**config.mk**
```make
export PLATFORM = sky130hd
export DESIGN_NAME = cachebusarb
export DESIGN_NICKNAME = d
export VERILOG_FILES = /design/src/rtl/cachebusarb.sv
export SDC_FILE = /design/constraint.sdc
export NUM_CORES = 1
export LEC_CHECK = 0
export ABC_AREA = 1
export BUFFER_PORTS_ARGS = -buffer_cell sky130_fd_sc_hd__buf_2
export CAP_MARGIN = 20
export CORE_AREA = 2 2 348 350
export CTS_CLUSTER_SIZE = 30
export DETAILED_ROUTE_END_ITERATION = 8
export DIE_AREA = 0 0 350 352
export GPL_ROUTABILITY_DRIVEN = 1
export MAX_ROUTING_LAYER = met4
export PLACE_DENSITY = 0.5
export REMOVE_ABC_BUFFERS = 1
export SYNTH_ARGS = -nofsm -noshare
export SYNTH_HDL_FRONTEND = slang
export SYNTH_SLANG_ARGS = --single-unit
```
**constraint.sdc**
```tcl
create_clock -name clk -period 4.3 [get_ports clk]
set_clock_uncertainty 0.2 [all_clocks]
set_input_delay 0.215 -clock clk [delete_from_list [all_inputs] [get_ports clk]]
set_output_delay 0.215 -clock clk [all_outputs]
set_load 0.01 [all_outputs]
```
**src/rtl/cachebusarb.sv**
```systemverilog
// cachebusarb: arbitrates I$/D$ line requests onto one memory port and
// sequences the beats of a line fill or dirty-line writeback.
module cachebusarb #(
    parameter int PA_BITS = 56,
    parameter int AHBW    = 64,
    parameter int LINELEN = 512
) (
    input  logic                          clk,
    input  logic                          resetn,
    input  logic [1:0]                    IFUCacheBusRW,
    input  logic [PA_BITS-1:0]            IFUCacheBusAdr,
    output logic                          IFUCacheBusAck,
    output logic                          IFUSelBusBeat,
    input  logic [1:0]                    LSUCacheBusRW,
    input  logic [PA_BITS-1:0]            LSUCacheBusAdr,
    input  logic [AHBW-1:0]               LSUWriteData,
    output logic                          LSUCacheBusAck,
    output logic                          LSUSelBusBeat,
    output logic [$clog2(LINELEN/AHBW)-1:0] BeatCount,
    output logic [LINELEN-1:0]            FetchBuffer,
    output logic                          MemReq,
    output logic                          MemWrite,
    output logic [PA_BITS-1:0]            MemAdr,
    output logic [AHBW-1:0]               MemWData,
    input  logic [AHBW-1:0]               MemRData,
    input  logic                          MemReady
);
    localparam int BEATS     = LINELEN / AHBW;
    localparam int LOGBWPL   = $clog2(BEATS);
    localparam int OFFSETLEN = $clog2(LINELEN / 8);
    localparam int BOFF      = $clog2(AHBW / 8);
    localparam int BASEW     = PA_BITS - OFFSETLEN;

    localparam logic [1:0] S_IDLE  = 2'd0;
    localparam logic [1:0] S_BURST = 2'd1;
    localparam logic [1:0] S_ACK   = 2'd2;

    logic [1:0]         state_q, state_d;
    logic               grant_lsu_q, grant_lsu_d;
    logic               op_q, op_d;           // 1 = writeback
    logic [BASEW-1:0]   base_q, base_d;
    logic [LOGBWPL-1:0] beat_q, beat_d;
    logic               last_lsu_q, last_lsu_d;
    logic [LINELEN-1:0] fb_q, fb_d;

    logic ifu_pend, lsu_pend, pick_lsu, in_burst, in_ack;

    // The I$ never writes and only line-aligned address bits matter.
    logic unused_bits;
    assign unused_bits = ^{IFUCacheBusRW[0], IFUCacheBusAdr[OFFSETLEN-1:0],
                           LSUCacheBusAdr[OFFSETLEN-1:0]};

    assign ifu_pend = IFUCacheBusRW[1];
    assign lsu_pend = |LSUCacheBusRW;
    // On contention the requester not served last wins.
    assign pick_lsu = lsu_pend && (!ifu_pend || !last_lsu_q);

    // Next-state: arbitration in IDLE, beat sequencing in BURST.
    always_comb begin
        state_d     = state_q;
        grant_lsu_d = grant_lsu_q;
        op_d        = op_q;
        base_d      = base_q;
        beat_d      = beat_q;
        last_lsu_d  = last_lsu_q;
        fb_d        = fb_q;
        case (state_q)
            S_IDLE: begin
                if (ifu_pend || lsu_pend) begin
                    grant_lsu_d = pick_lsu;
                    op_d        = pick_lsu & LSUCacheBusRW[0];
                    base_d      = pick_lsu ? LSUCacheBusAdr[PA_BITS-1:OFFSETLEN]
                                           : IFUCacheBusAdr[PA_BITS-1:OFFSETLEN];
                    beat_d      = '0;
                    state_d     = S_BURST;
                end
            end
            S_BURST: begin
                if (MemReady) begin
                    if (!op_q)
                        fb_d[int'(beat_q)*AHBW +: AHBW] = MemRData;
                    if (beat_q == LOGBWPL'(BEATS - 1)) begin
                        state_d    = S_ACK;
                        last_lsu_d = grant_lsu_q;
                    end else begin
                        beat_d = beat_q + 1'b1;
                    end
                end
            end
            S_ACK:   state_d = S_IDLE;
            default: state_d = S_IDLE;
        endcase
    end

    // State registers; reset aborts any burst and clears the fill line.
    always_ff @(posedge clk or negedge resetn) begin
        if (!resetn) begin
            state_q     <= S_IDLE;
            grant_lsu_q <= 1'b0;
            op_q        <= 1'b0;
            base_q      <= '0;
            beat_q      <= '0;
            last_lsu_q  <= 1'b0;
            fb_q        <= '0;
        end else begin
            state_q     <= state_d;
            grant_lsu_q <= grant_lsu_d;
            op_q        <= op_d;
            base_q      <= base_d;
            beat_q      <= beat_d;
            last_lsu_q  <= last_lsu_d;
            fb_q        <= fb_d;
        end
    end

    // Outputs decode from registered state only, so reset zeroes them at once.
    assign in_burst       = (state_q == S_BURST);
    assign in_ack         = (state_q == S_ACK);
    assign MemReq         = in_burst;
    assign MemWrite       = in_burst & op_q;
    assign MemAdr         = in_burst ? {base_q, beat_q, {BOFF{1'b0}}} : '0;
    assign MemWData       = in_burst ? LSUWriteData : '0;
    assign IFUSelBusBeat  = in_burst & ~grant_lsu_q;
    assign LSUSelBusBeat  = in_burst &  grant_lsu_q;
    assign IFUCacheBusAck = in_ack & ~grant_lsu_q;
    assign LSUCacheBusAck = in_ack &  grant_lsu_q;
    assign BeatCount      = beat_q;
    assign FetchBuffer    = fb_q;
endmodule

```
=== After elaboration in Yosys (flattened, before gate mapping) ===
Index checks and enable logic that the tools add are counted.

* Add/sub/neg operators: 2
* Multiply operators: 0
* Divide/modulo/power cells: 0
* Magnitude comparators: 0
* Equal/unequal tests: 7
* Shift-type cells: 2
* Multiplexer cells: 12
* Bitwise logic cells: 8
* Reductions and logical operators: 13

{| class="wikitable"
|+ Operators with widths
! cell !! number
|-
| bitwise mux 512 bit || 1
|-
| variable shift 64 x 33 -> 512 bit, first input constant || 1
|-
| indexed part select 64 x 33 -> 512 bit || 1
|-
| 2-to-1 mux 64 bit || 1
|-
| 2-to-1 mux 56 bit || 1
|-
| 2-to-1 mux 50 bit || 1
|-
| negation 9 -> 33 bit || 1
|-
| 2-to-1 mux 3 bit || 3
|-
| AND reduction 3 bit || 3
|-
| AND 1 bit || 6
|-
| 2-to-1 mux 2 bit || 3
|-
| inequality test 2 bit, second input constant || 3
|-
| case mux 3 bit (2 select lines) || 1
|-
| case mux 2 bit (2 select lines) || 1
|-
| AND reduction 4 bit || 1
|-
| adder 3 x 1 -> 3 bit, second input constant || 1
|-
| equality test 3 bit, second input constant || 1
|-
| equality test 2 x 1 -> 1 bit, second input constant || 1
|-
| equality test 2 bit, second input constant || 1
|-
| zero test 1 bit || 2
|-
| zero test 2 bit || 1
|-
| logical OR 1 bit || 2
|-
| inequality test 2 x 1 -> 1 bit, second input constant || 1
|-
| NOT 1 bit || 2
|-
| other kinds (4) || 4
|}

* Register bits: 570
* Bits in latches: 0
* Memory bits (writable): 0
* Memory bits (read-only): 0
* Bits of input ports: 247
* Output and inout port bits: 641
* Logic and storage cells: 51
* Memories: 0

=== Longest topological paths before layout ===
Gate-level depths: netlist of the first run.

* Word-level depth: 4
* Depth in mapped cells: 11
* Depth with buffers taken out: 10

=== Worst setup path before layout of the first run ===
OpenSTA, ideal clock, no wires.

* Path type: reg-to-reg
* Start: reg beat_q[0], in the netlist BeatCount[0]
* End: reg fb_q[388], in the netlist FetchBuffer[388]
* Library setup time: 65 ps
* Data arrival time: 2037 ps
* Required time: 4035 ps
* Slack: 1998 ps
* Cell stages (with the launch flop): 11
* Buffers on the path: 2
* Period minus slack after synthesis: 2302 ps
* Cell sequence: dfrtp_1 -> inv_1 -> ha_1 -> ha_1 -> inv_2 -> nand2_1 -> nor2_2 -> buf_2 -> buf_2 -> nand3b_1 -> nand2_1

* Longest elaborated chain between the ends: 3
* Elaborated cells between the ends (all ways): 4
* Those cells by class: 1 x add/sub; 2 x shift; 1 x mux

{| class="wikitable"
|+ Ends and longest elaborated chain
! element !! RTL line !! source
|-
| start: declaration || 42 || <nowiki>logic [LOGBWPL-1:0] beat_q, beat_d;</nowiki>
|-
| start signal: assignment || 110 || <nowiki>beat_q <= beat_d;</nowiki>
|-
| negation 9 -> 33 bit * || 81 || <nowiki>fb_d[int'(beat_q)*AHBW +: AHBW] = MemRData;</nowiki>
|-
| indexed part select 64 x 33 -> 512 bit / variable shift 64 x 33 -> 512 bit (equally long branches) || 81 ||
|-
| bitwise mux 512 bit * || 81 ||
|-
| end signal: assignment || 104 || <nowiki>fb_q <= '0;</nowiki>
|-
| end signal: assignment || 112 || <nowiki>fb_q <= fb_d;</nowiki>
|-
| end: declaration || 44 || <nowiki>logic [LINELEN-1:0] fb_q, fb_d;</nowiki>
|}

Every way passes the cells marked *; elsewhere a longest branch is shown, timed or not.
A chain may end at the register's enable or synchronous reset.

=== Final worst setup path of the first run ===
* Start: reg beat_q[0], in the netlist BeatCount[0]
* End: reg fb_q[443], in the netlist FetchBuffer[443]

Same word-level chain as after synthesis.

==> flow_summary.yaml, run 1 <==
run_status:
  outcome: "complete, no violations"
yosys:
  yosysWarnings: 0
  synth_async_sr_flop_share: 1.00
  synth_cell_types: 30
  synth.avg_cell_area_um2: 7.71
  yosysSeqAreaShare: 0.520
  synth_top_cells_by_count: "1598 x nand2_1, 570 x dfrtp_1, 449 x nor2_1"
  synth.cell_area_mm2: 0.0275
  synth_top_cell_by_area: "dfrtp_1"
  yosys-top-cells-area: "dfrtp_1 52%, nand2_1 22%, nand3_1 6.4%, nor2_1 6.1%, nand3b_1 3.5%"
  synth_most_common_cell: "nand2_1"
  synth-edff-count: 0
  synth-main-ff-cell: "dfrtp_1"
  synth_seq_cells: 570
  synth_cells: 3562
  synth_top_cell_area_share: 0.520
floorplan:
  die_area_mm2: 0.123
  die_x_um: 350
  rows: 127
  fp.coreArea_mm2: 0.119
  start_util: 0.230
  die-height_um: 352
  io_pins: 888
cells_and_area:
  fin_cells: 6149
  multiInputGateArea_mm2: 0.0113
  layout.nets: 4735
  synthToLayoutAreaGrowth_pct: 35.7
  n_fill_cell: 12900
  ff_latch_area_mm2: 0.0143
  layout-drive-gt1-share: 0.247
clock_tree:
  cts_setup_buffers: 0
  cts_buffers: 72
  root_buffer: "clkbuf_16"
  cts_sinks: 570
  path_clk_slew_ns: 0.06
  insertion_delay_ns: 0.62
  cts_buffer_depth: 3
  tritoncts: "built"
  h-tree-depth: 3
route:
  drtIter0Drc: 1865
  drt_wl_total_um: 136000
  dr.pass1.iters: 5
  viasPerCell: 4.49
  vias: 27600
  wl_met3_um: 10000
  met2_length_um: 65400
  wl_per_cell_um: 22.2
  detail-route-antenna-nets: 0
  met1_length_um: 53500
  drc: 0
  route.top_layer_used: "met4"
critical_path:
  critPathKind: "reg2reg"
  path_cells: "buf_4 > nor2_2 > nand2_8 > inv_2 > nor2_4 > nand2_4 > buf_4 > nand2_1 > nand2_1"
  cp.arrival_ns: 3.57
  start_kind: "flip-flop"
  cp.required_ns: 4.65
  critPathMaxFanout: 64
  crit_path_end_kind: "flip-flop"
  crit_path_top_delay_cell: "buf_4"
  slowest_delay_ns: 0.86
sta:
  setup_viol: 0
  slew_violations: 0
  rsz0062_at_grt: "no"
  max-slew-margin-rel: 0.213
  tightest_slew_ns: 1.18
  period_minus_slack_ns: 3.21
  post-route-period-util: 0.747
  fmax_mhz: 311
  finalSetupTns_ns: 0
  hold_viol_final: 0
  hold_slack_ns: 0.0646
global_route:
  grt_pass1_vias: 27300
  grt_pass1_wl_um: 195000
  grt_max_degree: 116
  antenna_found_initial: 6
  grt_use_total: 0.222
  grt_overflow: 0
placed_design:
  gp_congestion: 0.936
  dp_hpwl_um: 91400
  numPortBuffers: 871
  dp_cells: 5852
power_and_ir_drop:
  p_leak_nw: 21.5
  irDropWorstVdd_uv: 679
  p_per_area_mw_per_mm2: 685
  finalPower_mw: 25.5
flow_run:
  max_cap_viol_count: 0
min_path:
  hp-class: "in2async"
-- state kept, by name, indices dropped and copies added, names as in the netlist --
register	flops
BeatCount	3
base_q	50
grant_lsu_q	1
op_q	1
last_lsu_q	1
state_q	2
FetchBuffer	512
-- worst max-delay path, delay by kind of cell, from the launching register on --
kind / cells / cell delay (ns)
simple gates: 6 / 0.95
flops: 1 / 0.46
buf+inv: 3 / 1.41
-- routing by layer --
metal  vias to the layer above  GRT usage
met4                         0      0.107
li1                      12900          -
met2                      1178      0.363
met3                       228     0.0496
met1                     13400      0.256
met5                         -          -
-- kinds of logic after synthesis --
kind of cell / Yosys count / synth area share
AO/OA/AOI/OAI: 9 / 0.00210
flip-flops: 570 / 0.520
buffers and inverters: 390 / 0.0755
AND/OR/NAND/NOR: 2585 / 0.400
other: 1 / 0.000137
adder cells (fa/ha/maj): 7 / 0.00319
-- power breakdown --
| group | total [mW] | internal, mW | switching [mW] | leakage [nW] |
|---|---|---|---|---|
| clock network | 6.23 | 3.68 | 2.55 | 1.19 |
| logic | 11.6 | 3.14 | 8.46 | 12.5 |
| registers | 7.70 | 6.86 | 0.844 | 7.79 |
| total | 25.5 | 13.7 | 11.9 | 21.5 |
-- path summary, 6_finish.rpt --
check | startpoint | to | slack [ns] | cells after the start
worst max-delay path | BeatCount[0] | FetchBuffer[443] | 1.09 | 9
min in group clk | IFUCacheBusRW[1] | base_q[41] | 0.11 | 5
worst min register to register | FetchBuffer[241] | FetchBuffer[241] | 0.26 | 2
worst max register to register | BeatCount[0] | FetchBuffer[443] | 1.09 | 9
max in group asynchronous | resetn | FetchBuffer[456] | 2.78 | 3
worst min-delay path | resetn | FetchBuffer[344] | 0.06 | 2
-- layout by cell type (no fill, tap or decap), drive strengths merged --
master / instances
a21oi: 1
buf: 932
bufinv: 3
clkbuf: 107
clkinv: 15
clkinvlp: 1
conb: 3
dfrtp: 570
diode: 2
dlygate4sd3: 167
ha: 7
inv: 136
nand2: 1604
nand3: 393
nand3b: 128
nor2: 457
nor3: 3
o211ai: 1
o21a: 1
o21ai: 6
-- cell type report --
cell class              count  share of cell area
flip-flops and latches    570               0.383
clock inverters            21             0.00648
multi-input cells        2604               0.302
repair buffers           1099               0.182
inverters                 134              0.0138
clock buffers             107              0.0582
diodes                      2            0.000134
well taps                1612              0.0541
-- what timing repair did --
action,in CTS,in global routing
hold endpoints to repair,666,0
resized for setup,0,0
hold buffers,167,0
-- through the flow --
| step | setup WS (ns) | instance area, um^2 | util |
|---|---|---|---|
| 4_1_cts | 1.02 | 37300 | 0.312 |
| 3_3_place_gp | 1.07 | 33200 | 0.278 |
| 5_1_grt | 0.786 | 37300 | 0.312 |
| 3_5_place_dp | 1.03 | 33200 | 0.278 |
| 6_report | 1.09 | 37300 | 0.312 |
| 2_1_floorplan | -4.45 | 25900 | - |
(Power assumes the default switching activity.)
==> run 2, diff against run 1 <==
CORE_AREA = 2 2 341 343   (was 2 2 348 350)
DIE_AREA = 0 0 343 345   (was 0 0 350 352)
PLACE_DENSITY = 0.52   (was 0.5)
clock period = 3.3 ns   (was 4.3 ns; I/O delays follow)
==> run 2 against run 1 <==
Setup slack got worse by 0.75 ns. Utilization up 1.2 points. Global-route usage up 1.1 points. Combinational power rose by 33%. Largest cell class unchanged. Highest routed layer unchanged.
==> flow_summary.yaml, run 2 (synthesized netlist as in run 1, its figures left out) <==
floorplan:
  die_x_um: 343
  die_area_mm2: 0.118
  fp.coreArea_mm2: 0.115
  rows: 125
  die-height_um: 345
  start_util: 0.238
  io_pins: 888
critical_path:
  critPathKind: "reg2reg"
  ff2ff_setup_slack_ns: 0.33
  crit_path_end_kind: "flip-flop"
  slowest_delay_ns: 0.52
  critPathMaxFanout: 47
  cp.arrival_ns: 3.26
  start_kind: "flip-flop"
  path_cells: "inv_1 > ha_4 > ha_1 > inv_6 > nand3_1 > nor2_4 > nand2_4 > buf_12 > nand2_1 > nand2_1"
  cp.required_ns: 3.60
  crit_top_cell: "nand2_1"
  crit_path_top_delay_cell: "dfrtp_4"
placed_design:
  numPortBuffers: 871
  dp_hpwl_um: 96600
  dp_cells: 5788
  gp_congestion: 0.976
global_route:
  grt_pass1_wl_um: 195000
  grt_max_degree: 88
  grt_pass1_vias: 27000
  antenna_found_initial: 12
  grt_overflow: 0
  grt_use_total: 0.233
cells_and_area:
  fin_cells: 6089
  n_fill_cell: 12600
  fin_util: 0.324
  final_cell_mix: "1595 x nand2_1, 870 x buf_2, 569 x dfrtp_1"
  final_common_cell: "nand2_1"
  synthToLayoutAreaGrowth_pct: 36.0
  layout.nets: 4758
  largest_reg_flops: 512
  layout-drive-gt1-share: 0.250
clock_tree:
  cts_buffer_depth: 3
  h-tree-depth: 3
  path_clk_slew_ns: 0.06
  tritoncts: "built"
  cts.repair.resized: 0
  root_buffer: "clkbuf_16"
  cts_sinks: 570
  cts_buffers: 71
  insertion_delay_ns: 0.61
route:
  viasPerCell: 4.56
  drt_wl_total_um: 138000
  drtIter0Drc: 2067
  detail-route-antenna-nets: 0
  wl_per_cell_um: 22.7
  drc: 0
  dr.pass1.iters: 8
  vias: 27800
power_and_ir_drop:
  irDropWorstVdd_uv: 1010
  p_per_area_mw_per_mm2: 893
  p_leak_nw: 21.5
sta:
  setup_viol: 0
  post-route-period-util: 0.899
  hold_viol_final: 0
  period_minus_slack_ns: 2.97
  rsz0062_at_grt: "no"
  slew_violations: 0
  fmax_mhz: 337
  max-slew-margin-rel: 0.262
  tightest_slew_ns: 1.11
flow_run:
  max_cap_viol_count: 0
run_status:
  outcome: "complete, no violations"
min_path:
  hp-class: "in2async"
run 2: power breakdown:
group          internal (mW)  leakage, nW  switching, mW
combinational           4.32         12.6           11.1
sequential              8.94         7.79           1.13
clock                   4.69         1.13           3.21
total                   17.9         21.5           15.4
run 2: layout make-up:
type / instances / area (um^2) / area share
diodes: 9 / 22.5 / 0.000603
clock buffers: 103 / 2080 / 0.0557
repair buffers: 1123 / 7050 / 0.189
well taps: 1524 / 1910 / 0.0511
inverters: 134 / 514 / 0.0138
flip-flops and latches: 570 / 14300 / 0.382
clock inverters: 22 / 253 / 0.00677
multi-input cells: 2604 / 11200 / 0.301
run 2: worst max-delay path, delay by kind of cell, from the launching register on:
| family | cells | cell delay (ns) |
|---|---|---|
| buffers and inverters | 3 | 0.67 |
| AND/OR/NAND/NOR | 5 | 0.83 |
| adder cells (fa/ha/maj) | 2 | 0.49 |
| flip-flops | 1 | 0.52 |
run 2: path summary, 6_finish.rpt:
path                                        from                to  cells after the start
worst max-delay path                BeatCount[0]   FetchBuffer[28]                     10
worst min-delay path                      resetn  FetchBuffer[354]                      2
worst max register to register      BeatCount[0]   FetchBuffer[28]                     10
worst min register to register   FetchBuffer[45]   FetchBuffer[45]                      2
max in group asynchronous                 resetn      BeatCount[0]                      3
min in group clk                IFUCacheBusRW[1]         base_q[4]                      5
run 2: layer usage:
| layer | track usage | wire [um] |
|---|---|---|
| met1 | 0.259 | 52300 |
| met2 | 0.385 | 67200 |
| met3 | 0.0557 | 10800 |
| met4 | 0.122 | 7830 |
| met5 | - | 0 |
run 2: stage by stage:
stage / total power, mW / TNS [ns] / setup slack, ns / hold slack [ns] / cell area, um^2
floorplan: 16.9 / -2440.11 / -5.45 / -0.331 / 25900
global placement: 25.4 / 0 / 0.359 / 0.0952 / 33300
detailed placement: 25.5 / 0 / 0.314 / 0.0947 / 33300
CTS: 33.8 / 0 / 0.312 / 0.00955 / 37300
global route: 35.2 / 0 / 0.188 / 0.0400 / 37300
finish: 33.3 / 0 / 0.334 / 0.0124 / 37300
run 2: repair_timing:
item,in CTS,in global routing
hold endpoints to repair,856,0
hold buffers,167,0
setup buffers,0,0
